==> src/rtl/uart_pkg.sv <==
// Shared types and constants for the UART receive path.
package uart_pkg;

    localparam int unsigned UART_DATA_BITS = 8;

    typedef enum logic [2:0] {
        IDLE,
        START,
        DATA,
        STOP,
        WAIT_HIGH
    } rx_state_t;

endpackage

==> src/rtl/sync_bit.sv <==
// Multi-flop synchroniser for a single asynchronous bit with a configurable reset value.
module sync_bit #(
    parameter int unsigned SYNC_STAGES = 2,
    parameter logic        RESET_VAL   = 1'b1
) (
    input  logic clk,
    input  logic reset,
    input  logic d,
    output logic q
);

    logic [SYNC_STAGES-1:0] stages;

    always_ff @(posedge clk or negedge reset) begin
        if (!reset) begin
            stages <= {SYNC_STAGES{RESET_VAL}};
        end else begin
            stages <= {stages[SYNC_STAGES-2:0], d};
        end
    end

    assign q = stages[SYNC_STAGES-1];

endmodule

==> src/rtl/uart_rx_byte.sv <==
// 8N1 UART receiver: holds the last byte with a valid/ready handshake,
// a one-cycle framing-error pulse and a sticky overrun flag.
module uart_rx_byte
    import uart_pkg::*;
#(
    parameter int unsigned CLKS_PER_BIT = 868,
    parameter int unsigned SYNC_STAGES  = 2
) (
    input  logic                      clk,
    input  logic                      reset,
    input  logic                      rxd,
    input  logic                      rx_ready,
    input  logic                      ovr_clr,
    output logic [UART_DATA_BITS-1:0] rx_data,
    output logic                      rx_valid,
    output logic                      rx_frame_err,
    output logic                      rx_overrun,
    output logic                      rx_busy
);

    localparam int unsigned CW = $clog2(CLKS_PER_BIT);
    localparam int unsigned IW = $clog2(UART_DATA_BITS);

    localparam logic [CW-1:0] LAST_CNT = CW'(CLKS_PER_BIT - 1);
    localparam logic [CW-1:0] MID_CNT  = CW'(CLKS_PER_BIT / 2 - 1);
    localparam logic [IW-1:0] LAST_IDX = IW'(UART_DATA_BITS - 1);

    rx_state_t                 state;
    logic [CW-1:0]             bitcnt;
    logic [IW-1:0]             bitidx;
    logic [UART_DATA_BITS-1:0] shift;
    logic                      rxs;
    logic                      deliver;

    sync_bit #(
        .SYNC_STAGES (SYNC_STAGES),
        .RESET_VAL   (1'b1)
    ) u_sync_rxd (
        .clk   (clk),
        .reset (reset),
        .d     (rxd),
        .q     (rxs)
    );

    assign deliver = (state == STOP) && (bitcnt == LAST_CNT) && rxs;
    assign rx_busy = (state != IDLE);

    always_ff @(posedge clk or negedge reset) begin
        if (!reset) begin
            state        <= IDLE;
            bitcnt       <= '0;
            bitidx       <= '0;
            shift        <= '0;
            rx_data      <= '0;
            rx_valid     <= 1'b0;
            rx_frame_err <= 1'b0;
            rx_overrun   <= 1'b0;
        end else begin
            rx_frame_err <= 1'b0;

            case (state)
                IDLE: begin
                    bitcnt <= '0;
                    if (!rxs) begin
                        state <= START;
                    end
                end
                START: begin
                    if (bitcnt == MID_CNT) begin
                        bitcnt <= '0;
                        bitidx <= '0;
                        // A start bit that is high again at mid-bit was a glitch
                        state  <= rxs ? IDLE : DATA;
                    end else begin
                        bitcnt <= bitcnt + CW'(1);
                    end
                end
                DATA: begin
                    if (bitcnt == LAST_CNT) begin
                        bitcnt        <= '0;
                        shift[bitidx] <= rxs;
                        bitidx        <= bitidx + IW'(1);
                        if (bitidx == LAST_IDX) begin
                            state <= STOP;
                        end
                    end else begin
                        bitcnt <= bitcnt + CW'(1);
                    end
                end
                STOP: begin
                    if (bitcnt == LAST_CNT) begin
                        bitcnt <= '0;
                        if (rxs) begin
                            state <= IDLE;
                        end else begin
                            rx_frame_err <= 1'b1;
                            state        <= WAIT_HIGH;
                        end
                    end else begin
                        bitcnt <= bitcnt + CW'(1);
                    end
                end
                WAIT_HIGH: begin
                    // A held-low line (break) must not look like a new start bit
                    if (rxs) begin
                        state <= IDLE;
                    end
                end
                default: state <= IDLE;
            endcase

            // Clear first so a coinciding overrun event wins
            if (ovr_clr) begin
                rx_overrun <= 1'b0;
            end

            if (deliver) begin
                if (!rx_valid || rx_ready) begin
                    rx_data  <= shift;
                    rx_valid <= 1'b1;
                end else begin
                    rx_overrun <= 1'b1;
                end
            end else if (rx_valid && rx_ready) begin
                rx_valid <= 1'b0;
            end
        end
    end

endmodule

==> config.mk <==
export PLATFORM = sky130hd
export DESIGN_NAME = uart_rx_byte
export DESIGN_NICKNAME = d
export VERILOG_FILES = /design/src/rtl/uart_pkg.sv /design/src/rtl/sync_bit.sv /design/src/rtl/uart_rx_byte.sv
export SDC_FILE = /design/constraint.sdc
export NUM_CORES = 1
export LEC_CHECK = 0
export ABC_AREA = 1
export CORE_ASPECT_RATIO = 2
export CORE_MARGIN = 4
export CORE_UTILIZATION = 35
export CTS_CLUSTER_DIAMETER = 120
export DETAILED_ROUTE_END_ITERATION = 7
export RECOVER_POWER = 100
export REMOVE_ABC_BUFFERS = 1
export SYNTH_ARGS = -nofsm -noshare
export SYNTH_HDL_FRONTEND = slang
export SYNTH_SLANG_ARGS = --single-unit
==> constraint.sdc <==
create_clock -name clk -period 4.91 [get_ports clk]
set_input_delay 0.982 -clock clk [delete_from_list [all_inputs] [get_ports clk]]
set_output_delay 0.982 -clock clk [all_outputs]
set_load 0.01 [all_outputs]
==> Word-level counts from Yosys, hierarchy flattened <==
Cells that the tools add are included.
{ "totals": {"register_bits": 37, "input_bits": 5, "out_inout_bits": 12, "wordCells": 71} }
{ "op_classes": {"addsub": 2, "magnitude_cmp": 2, "eq_ne": 14, "muxes": 27, "n_reduce_logical": 17} }
{ "op_table": {"columns": ["cell", "count"], "rows": [
  ["$pmux 10 s3", 1],
  ["$mux 3", 9],
  ["$mux 10", 2],
  ["$pmux 3 s5", 1],
  ["$add 10x1->10 const B", 1],
  ["$eq 10x10->1 const B", 1],
  ["$eq 10x9->1 const B", 1],
  ["$mux 1", 10],
  ["$bwmux 8", 1],
  ["$ne 2x2->1 const B", 4],
  ["$eq 3x2->1 const B", 2],
  ["$eq 3x3->1 const B", 2],
  ["$ne 2x1->1 const B", 3],
  ["$pmux 3 s2", 1],
  ["$reduce_and 2->1", 3],
  ["$reduce_and 6->1", 1],
  ["$reduce_bool 3->1", 2],
  ["$logic_and 1x1->1", 4],
  ["$lt 3x4->1 const B", 1],
  ["$reduce_bool 2->1", 2],
  ["$add 3x1->3 const B", 1],
  ["$demux 1 s3", 1],
  ["$eq 3x1->1 const B", 1],
  ["$ge 3x1->1 const B", 1],
  ["other kinds (6)", 6]
]} }

==> Logic depth before layout (Yosys ltp) <==
Gate-level depths: netlist of run 1.
{ "depth": {"ltp_word": 5, "depth_mapped": 11, "depth_no_buf": 11} }

==> Modules after synthesis <==
A second synthesis of run 1 with hierarchy kept.
{ "unflattened": {"cells_unflattened": 235, "area_unflattened_um2": 1949.4} }
{ "by_module_without_submodules": {"columns": ["mod", "instances", "cells_each", "area_per_inst_um2", "seq_area_each_um2"], "rows": [
  ["uart_rx_byte", 1, 233, 1896.8, 875.8],
  ["sync_bit", 1, 2, 52.6, 52.6]
]} }

==> Worst setup path after synthesis of run 1 <==
Ideal clock, no wire load.
{ "synth_path": {"path_type": "reg2out", "startpoint": "register state[2]", "endpoint": "output rx_busy", "arrival_time_ps": 733, "required_time_ps": 3928, "slack_ps": 3195, "path_stages_with_launch": 4, "path_buffers": 1, "path_cell_list": "dfrtp_1 buf_2 nor2_1 nand2_1"} }
{ "synth_between": {"elab_chain_len": 1} }
{ "synth_rtl": {"columns": ["element", "line_no", "rtl"], "rows": [
  ["start: declaration", "uart_rx_byte.sv:28", "rx_state_t state;"],
  ["start signal: assignment", "uart_rx_byte.sv:73", "state <= rxs ? IDLE : DATA;"],
  ["$reduce_bool 3->1", "uart_rx_byte.sv:46", "assign rx_busy = (state != IDLE);"],
  ["end: declaration", "uart_rx_byte.sv:18", "output logic rx_busy"]
]} }
Every way passes these cells.

==> Worst setup path in the final report of run 1 <==
Ends and elaborated chain as after synthesis.

==> flow_summary_export.csv, run 1 <==
group,metric,value,unit
sta,relSlewSlack,-32.1,%
worst_setup_path,critPathCaptureType,"primary output",
placed_design,dp_cells,304,
die,ios,17,
worst_setup_path,crit_path_start_kind,"flop",
routing,wl_per_cell,12.6,um
layout,final_util,42.0,%
synth,ys_ff_latch,37,
worst_setup_path,crit_type,"reg -> out",
placed_design,place.port_buffers,16,
die,rows,37,
synth,synth_flop_cell,"dfrtp_1",
placed_design,post-dp-hpwl,3060,um
layout,n_antenna_cell,0,
clocking,insertion_delay,290,ps
clocking,cts_buffers,5,
sta,fin_skew,4.12,ps
clocking,cts_tree,"done",
synth,yosysWarningCount,0,
synth,synth_area,0.00188,mm2
global_route,overflow,0,
layout,final_nets,262,
run,maxCapViolCount,1,
run_status,violations,"max-capacitance violations, max-slew violations",
layout,syn_to_final_growth,15.9,%
clocking,cts_hold_buf,0,
worst_setup_path,crit_chain,"nor2_1 > nand2_1 > dlygate4sd3_1",
die,start_util,36.3,%
sta,final-max-slew-violation-count,38,
routing,firstDrtPassIters,4,
worst_setup_path,reg2reg_slack,2610,ps
sta,tns,0,ps
routing,antenna_left,0,
clocking,htree_levels,2,
routing,routed_via_density,4.81,
routing,drt-total-wl,3940,um
synth,synth.distinct_cells,27,
layout,drive_gt1_share,6.30,%
power_and_ir_drop,leakagePower,1.11,nW
synth,syn_inst,233,
synth,yosysTopAreaCell,"dfrtp_1",
sta,timing.hold.ws,357,ps
global_route,grt_max_degree,38,
worst_setup_path,slowest_delay,600,ps
sta,grt_setup_unrepaired,"false",
sta,min_period,2580,ps
worst_setup_path,crit_arrival,1600,ps
sta,finalHoldViolations,0,
global_route,grt_pass1_wl,6960,um
synth,syn_avg_cell_area,8.07,um2
synth,async_flop_share,100,%
synth,synth_area_leaders,"dfrtp_1 (47%), nand2_1 (14%), nand3_1 (5.9%)",
power_and_ir_drop,p_per_area,273,mW/mm2
layout,finalNonFillerCells,312,
synth,synth_edf_count,0,
clocking,clkTransAtPathRegs,80,ps
routing,post-route-drc-count,0,
power_and_ir_drop,peakVddDrop,0.182,mV
sta,max_freq,388,MHz
die,die_area,0.00668,mm2
routing,vias,1501,
clocking,cts_setup_buffers,0,
worst_setup_path,cpMaxStageDelayCell,"dlygate4sd3_1",
global_route,grt_antenna_before_repair,0,
synth,synthDominantCellAreaShare,46.6,%
worst_setup_path,critPathMaxFanout,8,
clocking,clk_root_buffer_cell,"clkbuf_8",
clocking,clock_sinks,37,
die,fp.coreArea,0.00518,mm2
worst_setup_path,critPathRequiredTime,3930,ps
power_and_ir_drop,p_total,595,uW
sta,finalSetupViolations,0,
die,die_h,112,um
global_route,track_usage,13.5,%
run_status,status,"finished, violations left",
hold_path,holdCritPathClass,"reg -> reg",
sta,worst_pin_slew,1980,ps
global_route,grt_pass1_vias,1601,
placed_design,gp_congestion,0.845,
sta,finalCritPeriodShare,52.5,%
synth,synth_commonest_cells,"nand2_1 (72), dfrtp_1 (35), inv_1 (26), nand3_1 (22), nor2_1 (19)",
clocking,clk_path_buf_depth,2,
routing,drtIter0Drc,28,
synth,synth_most_common_cell,"nand2_1",
synth,ys_seq_area_share,49.4,%
die,die_w,59.8,um
clocking,cts_resized,0,
-- worst max-delay path, delay by kind of cell (launching register included) --
family / cells / cell delay (ps)
flops: 1 / 460
simple gates: 2 / 250
buf+inv: 1 / 600
-- where the power goes --
part / switching, mW / internal, mW
clock network: 0.113 / 0.165
logic: 0.00699 / 0.00229
registers: 0.00143 / 0.306
-- area by class of cell --
class | count | area [um2]
clock buffers | 6 | 82.6
flip-flops and latches | 37 | 928
clock inverters | 2 | 37.5
fillers | 528 | 3010
inverters | 28 | 105
well taps | 58 | 72.6
multi-input cells | 165 | 800
repair buffers | 16 | 154
-- cell families after synthesis --
kind of cell               synth area share, %
DFF                                       49.4
AOI/OAI and AO/OA                         7.92
xor gates and xnor gates                  2.33
adders and majority gates                 2.66
and+or+nand+nor                           31.4
buffers and inverters                     6.32
-- path summary, 6_finish.rpt --
path	start	end	depth (start not counted)
min in group asynchronous	reset	rx_data[6]	1
worst max register to register	bitcnt[0]	rx_data[6]	8
max in group asynchronous	reset	bitcnt[0]	1
worst max-delay path	state[2]	rx_busy	3
worst min-delay path	u_sync_rxd.stages[0]	u_sync_rxd.stages[1]	0
worst min register to register	u_sync_rxd.stages[0]	u_sync_rxd.stages[1]	0
-- registers in the layout, summed over array words and instances (netlist names) --
| name | flops |
|---|---|
| bitcnt | 10 |
| bitidx | 3 |
| rx_data | 8 |
| rx_frame_err | 1 |
| rx_overrun | 1 |
| rx_valid | 1 |
| shift | 8 |
| state | 3 |
| u_sync_rxd.stages | 2 |
-- through the flow --
stage / worst slack (ps) / instance area (um2)
after floorplan: 3240 / 1870
after global placement: 2740 / 2090
after detailed placement: 2730 / 2090
after CTS: 2430 / 2210
after global routing: 2090 / 2180
final: 2330 / 2180
-- cells in the final DEF, fill, tap and decap left out, types with 4 or more instances in the layout --
cell / count
nor3_1: 5
o21ai_0: 15
dfrtp_1: 35
inv_1: 27
o22ai_1: 7
nand2_1: 72
xor2_1: 5
clkbuf_8: 6
nand4_1: 5
nand3_1: 22
nor2_1: 20
dlygate4sd3_1: 13
ha_1: 4
-- routing by layer --
metal / part of all wire (%) / GRT usage (%)
met3: 2.6 / 2.44
met5: 0 / 0
met2: 57 / 25.9
met4: 3.0 / 6.21
met1: 37 / 12.7
Power figures use the tool's default switching activity.
==> run 2: changes to the inputs <==
Clock period 4.91 ns to 2.5 ns, I/O delays scaled along.
==> run 2 against run 1 <==
- the flow now finishes without violations
- non-clock buffer count unchanged
- final area decreased by 1.5%
- flip-flop and latch count unchanged
- count of clock-buffer cells in the layout grew 1
- sequential power rose by 97%
- via count rose by 3.1%
==> flow_summary_export.csv, run 2 (synthesis gave the netlist of run 1 again) <==
group,metric,value,unit
global_route,grt_antenna_before_repair,0,
run_status,status,"completed",
die,start_util,36.3,%
layout,top_regs,"bitcnt x10, rx_data x8, shift x8",
clocking,cts_setup_buffers,0,
sta,final-max-slew-violation-count,0,
routing,vias,1547,
sta,relSlewSlack,45.2,%
clocking,insertion_delay,280,ps
sta,finalHoldViolations,0,
routing,routed_via_density,4.97,
die,ios,17,
layout,regMostFlops,"bitcnt",
placed_design,pre_cts_ws,742,ps
clocking,cts_hold_buf,0,
layout,layout_commonest_cell,"nand2_1",
die,die_h,112,um
placed_design,place.port_buffers,16,
worst_setup_path,critPathMaxFanout,8,
sta,tns,0,ps
sta,grt_setup_unrepaired,"false",
clocking,clkTransAtPathRegs,70,ps
sta,finalWorstSetupSlack,370,ps
layout,n_antenna_cell,0,
sta,max_freq,469,MHz
sta,fin_skew,2.70,ps
clocking,cts_resized,0,
worst_setup_path,critPathCaptureType,"primary output",
hold_path,holdCritPathClass,"in -> async",
layout,drive_gt1_share,5.53,%
routing,post-route-drc-count,0,
clocking,htree_levels,2,
worst_setup_path,crit_path_start_kind,"flop",
layout,fill_cells,555,
routing,firstDrtPassIters,4,
layout,final_nets,262,
layout,syn_to_final_growth,14.2,%
global_route,grt_pass1_wl,6960,um
sta,finalCritPeriodShare,85.2,%
routing,drt-total-wl,4030,um
global_route,grt_max_degree,38,
clocking,cts_tree,"done",
worst_setup_path,crit_type,"reg -> out",
sta,worst_pin_slew,821,ps
layout,largest_register_ffs,10,
die,die_area,0.00668,mm2
global_route,track_usage,13.5,%
layout,final_cell_mix,"nand2_1 (72), dfrtp_1 (35), inv_1 (28)",
placed_design,gp_congestion,0.833,
clocking,clk_root_buffer_cell,"clkbuf_8",
placed_design,post-dp-hpwl,3100,um
global_route,grt_pass1_vias,1536,
die,fp.coreArea,0.00518,mm2
routing,wl_per_cell,12.9,um
clocking,clock_sinks,37,
routing,antenna_left,0,
power_and_ir_drop,peakVddDrop,0.323,mV
clocking,cts_buffers,5,
power_and_ir_drop,p_per_area,485,mW/mm2
routing,drtIter0Drc,49,
sta,finalSetupViolations,0,
clocking,clk_path_buf_depth,2,
power_and_ir_drop,leakagePower,1.10,nW
worst_setup_path,crit_arrival,1630,ps
run,maxCapViolCount,0,
die,die_w,59.8,um
global_route,overflow,0,
die,rows,37,
worst_setup_path,critPathRequiredTime,2000,ps
sta,min_period,2130,ps
run 2: final cells by class:
type                       instances  area, um2  area share (%)
sequential                        37        928            43.2
multi-input combinational        165        800            37.2
clock buffer                       7       86.3            4.02
timing repair buffer              16        155            7.23
tap                               58       72.6            3.38
inverter                          28        105            4.90
run 2: where the power goes:
part           total, mW  internal [mW]  switching, mW
Combinational     0.0185        0.00481         0.0137
Sequential         0.604          0.601        0.00285
Clock              0.418          0.219          0.199
Total               1.04          0.825          0.216
run 2: routing by layer:
metal	GRT usage (%)	routed length [um]	vias to the layer above
met5	0	0	-
met4	6.07	107	0
li1	-	-	793
met1	13.0	1450	710
met3	2.44	124	9
met2	25.5	2350	35
run 2: final timing paths:
path,from,to,slack [ps],cells after the start
min in group clk,u_sync_rxd.stages[0],u_sync_rxd.stages[1],360,0
min,reset,shift[6],300,1
max in group asynchronous,reset,bitcnt[9],1670,1
max reg2reg,state[2],rx_data[6],460,6
min reg2reg,u_sync_rxd.stages[0],u_sync_rxd.stages[1],360,0
max,state[2],rx_busy,370,3
run 2: worst max-delay path: stages, from the launching register on:
cell	delay (ps)
dfrtp_1	480
nor2_1	190
nand2_1	70
dlygate4sd3_1	600
run 2: metrics by stage:
| stage | hold slack (ps) | instance area, um2 | power (mW) | utilization, % | cells |
|---|---|---|---|---|---|
| 6_report | 304 | 2150 | 1.04 | 41.4 | 311 |
| 5_1_grt | 364 | 2150 | 1.08 | 41.4 | 311 |
| 4_1_cts | 332 | 2180 | 1.06 | 42.1 | 311 |
| 3_5_place_dp | 347 | 2090 | 0.636 | 40.4 | 304 |
| 3_3_place_gp | 345 | 2090 | 0.636 | 40.4 | 304 |
| 2_1_floorplan | 204 | 1870 | 0.617 | - | 230 |
